**src/rtl/host_cmd_ctrl_pkg.sv**
```systemverilog
// Shared definitions for the UART host command controller.
// Opcodes and FSM state encoding.
package ie_defs;

    localparam logic [7:0] CMD_WRITE = 8'h02;
    localparam logic [7:0] CMD_READ  = 8'h03;
    localparam logic [7:0] CMD_HALT  = 8'h06;
    localparam logic [7:0] CMD_RUN   = 8'h07;

    typedef enum logic [2:0] {
        ST_IDLE,
        ST_ADDR_HI,
        ST_ADDR_LO,
        ST_DATA,
        ST_BUS,
        ST_TX_WAIT
    } host_cmd_state_t;

    function automatic logic in_payload(host_cmd_state_t s);
        return (s == ST_ADDR_HI) || (s == ST_ADDR_LO) ||
               (s == ST_DATA);
    endfunction

endpackage

```
**src/rtl/host_cmd_ctrl_if.sv**
```systemverilog
// CPU memory bus port between the host controller and the bus slave.
// Level request, one-cycle ack, read data valid with ack.
interface host_cmd_ctrl_if;
    logic        bus_req;
    logic        bus_we;
    logic [15:0] bus_addr;
    logic [7:0]  bus_wdata;
    logic        bus_ack;
    logic [7:0]  bus_rdata;

    modport master (
        output bus_req, bus_we, bus_addr, bus_wdata,
        input  bus_ack, bus_rdata
    );

    modport slave (
        input  bus_req, bus_we, bus_addr, bus_wdata,
        output bus_ack, bus_rdata
    );
endinterface

```
**src/rtl/host_cmd_ctrl_timeout.sv**
```systemverilog
// Saturating inter-byte idle counter for partially received commands.
// expired stays high until cleared.
module host_timeout_ctr #(
    parameter int TIMEOUT_CYCLES = 250000
) (
    input  logic clk,
    input  logic rst,
    input  logic clr,
    input  logic en,
    output logic expired
);
    localparam int W = $clog2(TIMEOUT_CYCLES + 1);
    localparam logic [W-1:0] LIM = W'(TIMEOUT_CYCLES);

    logic [W-1:0] cnt;

    always_ff @(posedge clk) begin
        if (rst || clr)
            cnt <= '0;
        else if (en && cnt != LIM)
            cnt <= cnt + 1'b1;
    end

    assign expired = (cnt == LIM);
endmodule

```
**src/rtl/host_cmd_ctrl.sv**
```systemverilog
// UART host command decoder: write/read CPU bus bytes, halt/run CPU.
// One bus transaction per command; read data goes back via UART_TX.
module host_cmd_ctrl
    import ie_defs::*;
#(
    parameter int          TIMEOUT_CYCLES = 250000,
    parameter logic [7:0]  RD_ERR_BYTE    = 8'hFF
) (
    input  logic       clk,
    input  logic       rst,
    input  logic       rx_valid,
    input  logic [7:0] rx_data,
    output logic       tx_start,
    output logic [7:0] tx_data,
    input  logic       tx_active,
    host_cmd_ctrl_if.master bus,
    output logic       cpu_halt,
    output logic       cmd_err
);
    host_cmd_state_t state_q, state_d;

    logic        is_rd_q;
    logic [15:0] addr_q;
    logic [7:0]  wdata_q;
    logic [7:0]  tx_q;
    logic        halt_q, halt_d;
    logic        err_q, err_d;
    logic        txs_q, txs_d;
    logic        op_rw, ld_hi, ld_lo, ld_dat;
    logic        ld_rd, ld_fail;
    logic        expired;
    logic        payload;

    assign payload = in_payload(state_q);

    host_timeout_ctr #(
        .TIMEOUT_CYCLES(TIMEOUT_CYCLES)
    ) u_to (
        .clk    (clk),
        .rst    (rst),
        .clr    (!payload || rx_valid),
        .en     (payload && !rx_valid),
        .expired(expired)
    );

    always_ff @(posedge clk) begin
        if (rst)
            state_q <= ST_IDLE;
        else
            state_q <= state_d;
    end

    always_comb begin
        state_d = state_q;
        halt_d  = halt_q;
        err_d   = 1'b0;
        txs_d   = 1'b0;
        op_rw   = 1'b0;
        ld_hi   = 1'b0;
        ld_lo   = 1'b0;
        ld_dat  = 1'b0;
        ld_rd   = 1'b0;
        ld_fail = 1'b0;
        unique case (state_q)
            ST_IDLE: begin
                if (rx_valid) begin
                    unique case (rx_data)
                        CMD_WRITE,
                        CMD_READ: begin
                            op_rw   = 1'b1;
                            state_d = ST_ADDR_HI;
                        end
                        CMD_HALT: halt_d = 1'b1;
                        CMD_RUN:  halt_d = 1'b0;
                        default:  err_d  = 1'b1;
                    endcase
                end
            end
            ST_ADDR_HI: begin
                if (rx_valid) begin
                    ld_hi   = 1'b1;
                    state_d = ST_ADDR_LO;
                end else if (expired) begin
                    err_d   = 1'b1;
                    state_d = ST_IDLE;
                end
            end
            ST_ADDR_LO: begin
                if (rx_valid) begin
                    ld_lo   = 1'b1;
                    state_d = is_rd_q ? ST_BUS : ST_DATA;
                end else if (expired) begin
                    err_d   = 1'b1;
                    state_d = ST_IDLE;
                end
            end
            ST_DATA: begin
                if (rx_valid) begin
                    ld_dat  = 1'b1;
                    state_d = ST_BUS;
                end else if (expired) begin
                    err_d   = 1'b1;
                    state_d = ST_IDLE;
                end
            end
            ST_BUS: begin
                err_d = rx_valid;
                // Running CPU owns the bus: reject, but still answer reads.
                if (!halt_q) begin
                    err_d   = 1'b1;
                    ld_fail = is_rd_q;
                    state_d = is_rd_q ? ST_TX_WAIT : ST_IDLE;
                end else if (bus.bus_ack) begin
                    ld_rd   = is_rd_q;
                    state_d = is_rd_q ? ST_TX_WAIT : ST_IDLE;
                end
            end
            ST_TX_WAIT: begin
                err_d = rx_valid;
                if (!tx_active) begin
                    txs_d   = 1'b1;
                    state_d = ST_IDLE;
                end
            end
            default: state_d = ST_IDLE;
        endcase
    end

    always_ff @(posedge clk) begin
        if (rst) begin
            is_rd_q <= 1'b0;
            addr_q  <= '0;
            wdata_q <= '0;
            tx_q    <= '0;
            halt_q  <= 1'b0;
            err_q   <= 1'b0;
            txs_q   <= 1'b0;
        end else begin
            halt_q <= halt_d;
            err_q  <= err_d;
            txs_q  <= txs_d;
            if (op_rw)
                is_rd_q <= (rx_data == CMD_READ);
            if (ld_hi)
                addr_q[15:8] <= rx_data;
            if (ld_lo)
                addr_q[7:0] <= rx_data;
            if (ld_dat)
                wdata_q <= rx_data;
            if (ld_rd)
                tx_q <= bus.bus_rdata;
            else if (ld_fail)
                tx_q <= RD_ERR_BYTE;
        end
    end

    assign bus.bus_req   = (state_q == ST_BUS) && halt_q;
    assign bus.bus_we    = (state_q == ST_BUS) && !is_rd_q;
    assign bus.bus_addr  = addr_q;
    assign bus.bus_wdata = wdata_q;

    assign tx_start = txs_q;
    assign tx_data  = tx_q;
    assign cpu_halt = halt_q;
    assign cmd_err  = err_q;
endmodule

```
**src/flat_wrapper.sv**
```systemverilog
// flat-port wrapper written by rule: the top's interface ports become plain ports
module host_cmd_ctrl_flat import ie_defs::*;
#(
    parameter int          TIMEOUT_CYCLES = 250000,
    parameter logic [7:0]  RD_ERR_BYTE    = 8'hFF
)
  (clk, rst, rx_valid, rx_data, tx_start, tx_data, tx_active, cpu_halt, cmd_err, bus_bus_req, bus_bus_we, bus_bus_addr, bus_bus_wdata, bus_bus_ack, bus_bus_rdata);
  host_cmd_ctrl_if bus_i ();
  input  logic clk;
  input  logic rst;
  input  logic rx_valid;
  input  logic [7:0] rx_data;
  output logic tx_start;
  output logic [7:0] tx_data;
  input  logic tx_active;
  output logic cpu_halt;
  output logic cmd_err;
  output wire logic [$bits(bus_i.bus_req)-1:0] bus_bus_req;
  output wire logic [$bits(bus_i.bus_we)-1:0] bus_bus_we;
  output wire logic [$bits(bus_i.bus_addr)-1:0] bus_bus_addr;
  output wire logic [$bits(bus_i.bus_wdata)-1:0] bus_bus_wdata;
  input wire logic [$bits(bus_i.bus_ack)-1:0] bus_bus_ack;
  input wire logic [$bits(bus_i.bus_rdata)-1:0] bus_bus_rdata;
  assign bus_bus_req = bus_i.bus_req;
  assign bus_bus_we = bus_i.bus_we;
  assign bus_bus_addr = bus_i.bus_addr;
  assign bus_bus_wdata = bus_i.bus_wdata;
  assign bus_i.bus_ack = bus_bus_ack;
  assign bus_i.bus_rdata = bus_bus_rdata;
  host_cmd_ctrl #(.TIMEOUT_CYCLES(TIMEOUT_CYCLES), .RD_ERR_BYTE(RD_ERR_BYTE)) u_core (.clk(clk), .rst(rst), .rx_valid(rx_valid), .rx_data(rx_data), .tx_start(tx_start), .tx_data(tx_data), .tx_active(tx_active), .bus(bus_i), .cpu_halt(cpu_halt), .cmd_err(cmd_err));
endmodule
```
**config.mk**
```make
export PLATFORM = sky130hd
export DESIGN_NAME = host_cmd_ctrl_flat
export DESIGN_NICKNAME = d
export VERILOG_FILES = /design/src/rtl/host_cmd_ctrl_pkg.sv /design/src/rtl/host_cmd_ctrl_if.sv /design/src/rtl/host_cmd_ctrl_timeout.sv /design/src/rtl/host_cmd_ctrl.sv /design/src/flat_wrapper.sv
export SDC_FILE = /design/constraint.sdc
export NUM_CORES = 1
export LEC_CHECK = 0
export BUFFER_PORTS_ARGS = -buffer_cell sky130_fd_sc_hd__buf_4
export CORE_MARGIN = 2
export CORE_UTILIZATION = 55
export DETAILED_ROUTE_END_ITERATION = 7
export GPL_ROUTABILITY_DRIVEN = 0
export PLACE_DENSITY = 0.81
export SYNTH_ARGS = -nofsm -noshare
export SYNTH_HDL_FRONTEND = slang
export SYNTH_SLANG_ARGS = --single-unit
```
**constraint.sdc**
```tcl
create_clock -name clk -period 3.6 [get_ports clk]
set_input_delay 0.54 -clock clk [delete_from_list [all_inputs] [get_ports clk]]
set_output_delay 0.54 -clock clk [all_outputs]
set_load 0.05 [all_outputs]
```
==> flow_summary_export.csv, run 1 <==
group,metric,value,unit
floorplan,fp.dieH,71.6,um
clocking,postCtsSetupRepairBufs,0,
timing,fin_ws,1310,ps
clocking,root_buffer,"clkbuf_8",
setup_path,crit_type,"flop to output port",
clocking,clk_pin_slew,60,ps
power,pwr-share-clk,51.6,%
detailed_routing,drtPass1Iterations,4,
detailed_routing,post-route-drc-count,0,
timing,fin_crit,2290,ps
logic_synthesis,yosysTopAreaCell,"dfxtp_1",
finish,drive_above_1_share,20.5,%
timing,fmax,437,MHz
place,io_buffers,57,
timing,tightest_slew,908,ps
run,maxCapViolations,0,
logic_synthesis,ys_types,45,
floorplan,core,4380,um^2
detailed_routing,num_vias,2443,
power,p_switching,0.283,mW
logic_synthesis,synth_top_area_share,45.4,%
timing,setup_violations,0,
floorplan,num_rows,24,
clocking,cts_resized,0,
setup_path,endpoint_kind,"output port",
logic_synthesis,synth_nets,333,
power,vdd_drop_max,0.365,mV
timing,hold_violations,0,
logic_synthesis,synthArstFlopShare,0,%
finish,nFillCells,342,
power,p_per_area,447,nW/um^2
timing,rsz0062_at_grt,"no",
global_routing,antenna_found_initial,0,
logic_synthesis,yosys_warnings,0,
outcome,status,"finished clean",
global_routing,first_global_vias,2256,
logic_synthesis,synthesis.area,2510,um^2
timing,slew_headroom,39.4,%
timing,whs,381,ps
clocking,numCtsBuffers,9,
detailed_routing,avgRoutedWirePerCell,14.4,um
timing,timing.setup.tns,0,ps
logic_synthesis,synth_seq_area_share,45.4,%
logic_synthesis,synthCells,310,
min_path,hold_class,"input pin to flop",
floorplan,io_pins,58,
finish,synthToLayoutAreaGrowth,25.8,%
timing,timing.final.crit_share,63.6,%
power,switching_share,20.1,%
detailed_routing,routed_via_density,5.84,
global_routing,grt_overflow,0,
finish,antennaDiodeCount,0,
clocking,cts_tree,"done",
logic_synthesis,synth_edf_count,0,
clocking,clk-insertion-delay-late,340,ps
floorplan,die_w,71.6,um
detailed_routing,routed_wirelength,6000,um
power,p_comb_share,3.5,%
clocking,clkSinkCount,57,
setup_path,critPathArrivalTime,1750,ps
setup_path,crit_required,3060,ps
place,hpwl,4070,um
clocking,cts_hold_buf,0,
detailed_routing,drtIter0Drc,152,
place,place_ws,1290,ps
clocking,clk_path_buf_depth,2,
power,p_leak,1.18,nW
floorplan,dieArea,5120,um^2
global_routing,grt_pass1_wl,10100,um
timing,drv_slew,0,
floorplan,initial_utilization,57.3,%
setup_path,setup.worst_path.start_class,"flop",
logic_synthesis,synth_ff_type,"dfxtp_1",
setup_path,crit_path_max_fanout,16,
detailed_routing,ant_nets,0,
clocking,cts_max_level,3,
timing,skew,9.04,ps
logic_synthesis,avgSynthCellArea,8.10,um^2
global_routing,track_usage,25.1,%
finish,fin_nets,384,
power,intPower,1.13,mW
logic_synthesis,synthTopCellsByArea,"dfxtp_1 45%, nand2_1 8.8%, a21oi_1 7.6%",
power,power_frac_seq,44.9,%
logic_synthesis,ys_ff_latch,57,
global_routing,grt_max_degree,42,
==> power groups by stage <==
stage                     combinational [mW]  sequential [mW]  clock, mW
after detailed placement              0.0492            0.648          0
final                                 0.0496            0.634      0.728
after floorplan                       0.0198            0.652          0
after global routing                  0.0534            0.634      0.766
after global placement                0.0488            0.648          0
after CTS                             0.0496            0.634      0.739
==> cell usage in the layout, fill, tap and decap left out, types with 3 or more instances in the layout <==
| master | instances |
|---|---|
| clkbuf_8 | 10 |
| o22ai_1 | 8 |
| nor4_1 | 4 |
| nor2_1 | 23 |
| nand3_1 | 12 |
| nand4_1 | 5 |
| mux2i_1 | 3 |
| nor2b_1 | 5 |
| nand2_1 | 59 |
| dfxtp_1 | 57 |
| bufinv_16 | 3 |
| buf_4 | 57 |
| nor3_1 | 4 |
| a21oi_1 | 38 |
| inv_1 | 4 |
| o21ai_0 | 10 |
| clkinv_2 | 3 |
| or4_1 | 7 |
| and3_1 | 7 |
| o31ai_1 | 6 |
| or3_1 | 7 |
| nor4b_1 | 3 |
==> per-layer routing <==
metal	wire (um)	GRT usage (%)	vias to the layer above
met4	97	9.43	0
met3	383	7.31	8
met1	2770	34.1	1142
met5	0	0	-
li1	-	-	1210
met2	2750	38.0	83
==> critical path: stages, from the launching register on <==
cell and delay (ps):
dfxtp_1 620, or3b_1 470, nor2_1 120, buf_4 210
==> logic make-up after synthesis <==
logic type | count (synthesis) | share of synthesized area [%]
xor gates and xnor gates | 4 | 1.39
adders and majority gates | 2 | 0.996
and+or+nand+nor | 152 | 30.7
muxes | 3 | 1.20
buffers and inverters | 21 | 4.08
AOI/OAI and AO/OA | 71 | 16.2
DFF | 57 | 45.4
==> final cells by class <==
class	instances	area, um^2	area share [%]
Timing Repair Buffer	57	428	13.5
Clock buffer	10	138	4.35
Sequential cell	57	1140	36.1
Clock inverter	6	105	3.33
Inverter	4	15.0	0.475
Tap cell	52	65.1	2.06
Multi-Input combinational cell	232	1270	40.1
==> flip-flops by register name, indices dropped and copies added, names as in the netlist <==
signal / count
u_core.bus.bus_addr: 16
u_core.bus.bus_wdata: 8
u_core.tx_data: 8
u_core.is_rd_q: 1
u_core.tx_start: 1
u_core.cmd_err: 1
u_core.u_to.cnt: 18
u_core.cpu_halt: 1
u_core.state_q: 3
==> synth_stat cells, types with 3 or more instances <==
cell type,count
a21oi_1,38
and3_1,7
buf_6,3
clkbuf_1,13
dfxtp_1,57
inv_1,4
mux2i_1,3
nand2_1,59
nand3_1,12
nand4_1,5
nor2_1,23
nor2b_1,5
nor3_1,4
nor4_1,4
nor4b_1,3
o21ai_0,10
o22ai_1,8
o31ai_1,6
or3_1,7
or4_1,7
==> through the flow <==
step / instance area [um^2] / power (mW) / utilization [%] / cells
6_report: 3160 / 1.41 / 72.1 / 418
5_1_grt: 3160 / 1.45 / 72.1 / 418
4_1_cts: 3160 / 1.42 / 72.1 / 418
3_5_place_dp: 2920 / 0.697 / 66.6 / 402
3_3_place_gp: 2920 / 0.697 / 66.6 / 402
2_1_floorplan: 2510 / 0.672 / - / 310
==> worst paths after layout <==
check | start | to | slack [ps] | cells after the start
worst min-delay path | tx_active | u_core.tx_start$_SDFF_PP0_ | 380 | 2
worst max register to register | u_core.state_q[2]$_SDFFE_PP0P_ | u_core.tx_data[2]$_SDFFE_PP0P_ | 1410 | 4
worst max-delay path | u_core.state_q[2]$_SDFFE_PP0P_ | bus_bus_we | 1310 | 3
worst min register to register | u_core.bus.bus_wdata[5]$_SDFFE_PP0P_ | u_core.bus.bus_wdata[5]$_SDFFE_PP0P_ | 450 | 2
(Power assumes the default switching activity.)
==> run 2, diff against run 1 <==
- CORE_UTILIZATION: 55 -> 48
- PLACE_DENSITY: 0.81 -> 0.75
- clock period: 3.6 -> 1.9 ns (I/O delays scaled with it)
==> run 2 against run 1 <==
  * First-iteration DRC count rose by 32%
  * Sequential cell count is the same
  * Design area grew 3.5%
  * Cell count up 7.9%
  * Die area rose by 14%
  * Worst hold slack lost 250 ps
  * Clock skew down 5.5 ps
  * Power up 62%
  * Utilization down 7.6 points
  * Combinational power up 110%
  * Wire length up 4.3%
  * Critical path type unchanged
  * Highest routed layer unchanged
==> flow_summary_export.csv, run 2 (synthesis results as in run 1) <==
group,metric,value,unit
clocking,clk-insertion-delay-late,330,ps
detailed_routing,ant_nets,0,
power,p_leak,1.25,nW
finish,final_area,3270,um^2
detailed_routing,drtIter0Drc,200,
power,vdd_drop_max,0.442,mV
detailed_routing,avgRoutedWirePerCell,13.9,um
timing,drv_slew,0,
detailed_routing,num_vias,2467,
run,maxCapViolations,0,
floorplan,die_w,76.3,um
finish,drive_above_1_share,25.2,%
setup_path,cpMostUsedCell,"buf_6",
clocking,numCtsBuffers,9,
clocking,clkSinkCount,57,
finish,final_common_cell,"buf_4",
setup_path,crit_slowest_cell,"or3b_4",
setup_path,crit_path_max_fanout,4,
timing,fmax,542,MHz
clocking,clk_path_buf_depth,2,
timing,rsz0062_at_grt,"no",
timing,tightest_slew,566,ps
setup_path,endpoint_kind,"output port",
timing,skew,3.51,ps
finish,post-route-util,64.5,%
global_routing,grt_pass1_wl,10500,um
timing,setup_violations,0,
setup_path,crit_path_cell_trace,"buf_6 > or3b_4 > buf_4 > nor2_2 > buf_6",
floorplan,io_pins,58,
detailed_routing,drtPass1Iterations,4,
clocking,cts_max_level,3,
clocking,clk_pin_slew,60,ps
finish,synthToLayoutAreaGrowth,30.2,%
detailed_routing,post-route-drc-count,0,
detailed_routing,routed_wirelength,6260,um
finish,antennaDiodeCount,0,
floorplan,fp.dieH,76.3,um
global_routing,antenna_found_initial,0,
setup_path,crit_type,"flop to output port",
global_routing,grt_max_degree,41,
timing,slew_headroom,61.9,%
finish,final_cell_mix,"73 x buf_4, 59 x nand2_1, 54 x dfxtp_1, 38 x a21oi_1, 22 x nor2_1",
floorplan,core,5070,um^2
global_routing,track_usage,22.5,%
finish,fin_nets,402,
outcome,status,"finished clean",
global_routing,first_global_vias,2262,
global_routing,met3_usage,6.28,%
clocking,root_buffer,"clkbuf_8",
global_routing,globalRouteMet1Util,29.8,%
finish,largest_reg_flops,18,
power,p_per_area,700,nW/um^2
timing,timing.final.crit_share,97.1,%
floorplan,dieArea,5830,um^2
setup_path,crit_buf_inv,3,
floorplan,num_rows,26,
setup_path,critPathArrivalTime,1560,ps
timing,hold_violations,0,
finish,top_register,"u_core.u_to.cnt",
global_routing,grt_use_met2,34.3,%
detailed_routing,routed_via_density,5.47,
min_path,hold_class,"input pin to flop",
timing,fin_crit,1840,ps
place,hpwl,4350,um
setup_path,crit_required,1620,ps
clocking,cts_tree,"done",
place,io_buffers,57,
global_routing,grt_overflow,0,
place,postPlaceCellArea,3070,um^2
setup_path,setup.worst_path.start_class,"flop",
setup_path,slowest_delay,380,ps
floorplan,initial_utilization,49.5,%
finish,nFillCells,449,
setup_path,critical-path-top-delay-family,"simple AND/OR/NAND/NOR gates",
global_routing,busiest_layer,"met2",
==> run 2: changes by cell type in the layout (fill, tap and decap cells not counted), moves of 2 or more <==
cell	previous run	this run
buf_4	57	73
bufinv_16	3	0
clkinv_2	3	0
dfxtp_1	57	54
dfxtp_2	0	3
buf_6	0	2
clkbuf_8	10	12
==> run 2: final timing paths <==
| check | cells past startpoint | end | start | slack [ps] |
|---|---|---|---|---|
| worst max-delay path | 5 | bus_bus_we | u_core.state_q[2]$_SDFFE_PP0P_ | 60 |
| worst min register to register | 2 | u_core.bus.bus_wdata[1]$_SDFFE_PP0P_ | u_core.bus.bus_wdata[1]$_SDFFE_PP0P_ | 450 |
| worst min-delay path | 2 | u_core.tx_start$_SDFF_PP0_ | tx_active | 140 |
| worst max register to register | 4 | u_core.u_to.cnt[16]$_SDFFE_PP0P_ | u_core.state_q[2]$_SDFFE_PP0P_ | 90 |
==> run 2: stage by stage <==
stage	setup TNS (ps)	power [mW]	hold slack, ps	std cells	setup WS [ps]
detailed placement	0	1.33	449	437	16.3
floorplan	-32.0	1.27	362	310	-32.0
CTS	0	2.30	123	451	33.0
global route	0	2.37	130	451	2.13
finish	0	2.29	135	451	55.0
global placement	0	1.33	443	437	29.1
==> run 2: repair_timing <==
action,4_1_cts,5_1_grt
pin swaps,0,1
setup buffers,1,0
setup endpoints to repair,1,8
resized for setup,4,4
hold buffers,0,0
==> run 2: metal layers <==
layer | share of wire (%) | vias to the layer above
met1 | 45 | 1138
met4 | 1.3 | 0
met5 | 0 | -
li1 | - | 1236
met3 | 6.6 | 9
met2 | 47 | 84
==> run 2: cell type report <==
type                            count  area, um^2  area share (%)
Multi-Input combinational cell    232        1280            39.3
Sequential cell                    57        1140            35.0
Clock buffer                       13         169            5.16
Timing Repair Buffer               75         571            17.4
Tap cell                           70        87.6            2.68
Inverter                            4        15.0           0.459
==> run 2: where the power goes <==
part	internal, mW	leakage, nW	switching [mW]	total [mW]
Sequential	1.20	0.461	0.00207	1.20
Clock	0.558	0.0875	0.426	0.984
Combinational	0.0457	0.698	0.0594	0.105
Total	1.80	1.25	0.487	2.29
==> run 3, diff against run 2 <==
- SYNTH_HIERARCHICAL: default -> 1
==> run 3 against run 2 <==
  * The run now ends with setup timing left
  * Critical path depth increased by 1
  * Sequential cell count unchanged
  * Non-clock buffer count grew 5
  * Highest routed layer unchanged
  * Die area up 3.0%
  * Clock skew increased by 2.8 ps
  * Synthesized cell count shrank 5.8%
  * Register-to-register slack got worse by 100 ps
  * Largest power group unchanged
  * Cell count decreased by 1.8%
  * Combinational power rose to 7.7 times the previous value
  * Critical endpoint is now u_core/u_to/cnt[0]$_SDFFE_PP0P_
  * Clock-buffer cell count is 3 lower
  * Wire length down 0.11%
==> flow_summary_export.csv, run 3 <==
group,metric,value,unit
timing,drv_slew,0,
place,dp_cells,425,
power,power,3.20,mW
clocking,clkSinkCount,57,
logic_synthesis,synthTopCellsByArea,"dfxtp_1 44%, mux2i_1 6.9%, nor2_1 5.9%",
global_routing,grt_pass1_wl,10500,um
floorplan,fp.dieH,77.5,um
finish,drive_above_1_share,34.3,%
floorplan,num_rows,26,
power,p_leak,1.32,nW
detailed_routing,ant_nets,0,
logic_synthesis,yosysMostFrequentCell,"dfxtp_1",
logic_synthesis,synthesis.area,2590,um^2
timing,timing.setup.tns,-13.9,ps
clocking,clk_path_buf_depth,2,
logic_synthesis,synthArstFlopShare,0,%
finish,post_layout_nonfiller_instances,443,
timing,fin_ws,-13.9,ps
logic_synthesis,synth_seq_area_share,44.0,%
detailed_routing,num_vias,2420,
floorplan,io_pins,58,
clocking,cts_hold_buf,0,
logic_synthesis,synth_nets,315,
timing,whs,125,ps
detailed_routing,routed_via_density,5.46,
setup_path,setup.worst_path.start_class,"flop",
setup_path,endpoint_kind,"flop",
global_routing,grt_overflow,0,
logic_synthesis,synth_ff_type,"dfxtp_1",
timing,skew,6.36,ps
place,place_ws,1.17,ps
timing,hold_violations,0,
min_path,hold_class,"input pin to flop",
logic_synthesis,synth_common_cells,"57 x dfxtp_1, 41 x nor2_1, 30 x nand2_1",
finish,synthToLayoutAreaGrowth,34.2,%
floorplan,core,5170,um^2
timing,setup_violations,1,
finish,nFillCells,432,
global_routing,antenna_found_initial,0,
finish,fin_nets,391,
timing,slew_headroom,69.5,%
clocking,cts_tree,"done",
clocking,clk_pin_slew,60,ps
finish,final_cell_mix,"78 x buf_4, 52 x dfxtp_1, 39 x nor2_1, 30 x nand2_1, 21 x a21oi_1",
logic_synthesis,synthCells,292,
logic_synthesis,yosysTopAreaCell,"dfxtp_1",
finish,largest_reg_flops,18,
detailed_routing,post-route-drc-count,0,
setup_path,crit_type,"flop to flop",
logic_synthesis,ys_types,55,
detailed_routing,drtIter0Drc,162,
floorplan,dieArea,6000,um^2
power,p_per_area,921,nW/um^2
logic_synthesis,avgSynthCellArea,8.88,um^2
timing,timing.final.crit_share,101,%
floorplan,die_w,77.5,um
run,maxCapViolations,0,
logic_synthesis,ys_ff_latch,57,
logic_synthesis,synth_top_area_share,44.0,%
setup_path,crit_path_max_fanout,4,
outcome,violations,"setup timing",
clocking,root_buffer,"clkbuf_8",
detailed_routing,routed_wirelength,6250,um
clocking,numCtsBuffers,9,
timing,fmax,522,MHz
outcome,status,"complete, but fails checks",
clocking,cts_max_level,3,
global_routing,track_usage,21.6,%
logic_synthesis,synth_edf_count,0,
detailed_routing,drtPass1Iterations,4,
setup_path,critPathArrivalTime,2150,ps
floorplan,initial_utilization,50.1,%
timing,tightest_slew,456,ps
clocking,clk-insertion-delay-late,330,ps
place,hpwl,4330,um
detailed_routing,avgRoutedWirePerCell,14.1,um
place,io_buffers,57,
finish,final_common_cell,"buf_4",
global_routing,grt_max_degree,35,
power,vdd_drop_max,0.654,mV
finish,top_register,"u_core/u_to/cnt",
logic_synthesis,yosys_warnings,6,
timing,rsz0062_at_grt,"yes",
timing,fin_crit,1910,ps
global_routing,first_global_vias,2268,
finish,antennaDiodeCount,0,
setup_path,crit_required,2130,ps
==> run 3: cells by family (layout without fill, tap and decap cells) <==
group           Yosys count  in the layout  share of synthesized area (%)
compound gates           51             51                           12.2
xor+xnor                 10             10                           3.38
fa+ha+maj                 2              2                          0.965
buf+inv                  21            102                           3.86
flops                    57             57                           44.0
mux                      18             18                           6.95
simple gates            133            133                           28.6
==> run 3: critical path, stage by stage (launching register included) <==
cell and delay (ps):
dfxtp_2 330, inv_2 60, ha_1 140, or4bb_4 490, nor3_4 210, or4b_4 490
o211ai_1 110
==> run 3: timing repair <==
action,in CTS,in global routing
resized for setup,1,18
setup endpoints to repair,1,9
pin swaps,0,6
endpoints found under the hold margin,0,0
buffers inserted,0,2
==> run 3: routing by layer <==
metal	GRT usage (%)	routed length (um)	up-vias
met4	8.93	54	0
met3	3.95	282	7
met5	0	0	-
li1	-	-	1202
met2	35.7	3030	66
met1	27.8	2890	1145
==> run 3: where the power goes <==
part / internal (mW) / switching (mW)
Clock: 0.631 / 0.472
Combinational: 0.320 / 0.488
Sequential: 1.26 / 0.0361
Total: 2.21 / 0.996
==> run 3: through the flow <==
stage | area [um^2] | utilization [%]
CTS | 3410 | 65.9
detailed placement | 3210 | 62.1
global route | 3480 | 67.3
global placement | 3210 | 62.1
finish | 3480 | 67.3
floorplan | 2620 | -
==> run 3: area by class of cell <==
class | count | area, um^2 | share of cell area, %
sequential | 57 | 1150 | 33.0
multi-input combinational | 214 | 1420 | 40.8
clock inverter | 6 | 57.6 | 1.65
clock buffer | 10 | 138 | 3.96
inverter | 6 | 22.5 | 0.647
timing repair buffer | 80 | 608 | 17.5
tap | 70 | 87.6 | 2.52
==> run 3: final timing paths <==
check / cells after the start / slack, ps / start / endpoint
worst max-delay path: 6 / -10 / u_core/u_to/cnt[1]$_SDFFE_PP0P_ / u_core/u_to/cnt[0]$_SDFFE_PP0P_
worst min-delay path: 2 / 130 / tx_active / u_core/tx_start$_SDFF_PP0_
worst max register to register: 6 / -10 / u_core/u_to/cnt[1]$_SDFFE_PP0P_ / u_core/u_to/cnt[0]$_SDFFE_PP0P_
worst min register to register: 2 / 460 / u_core/bus.bus_wdata[7]$_SDFFE_PP0P_ / u_core/bus.bus_wdata[7]$_SDFFE_PP0P_
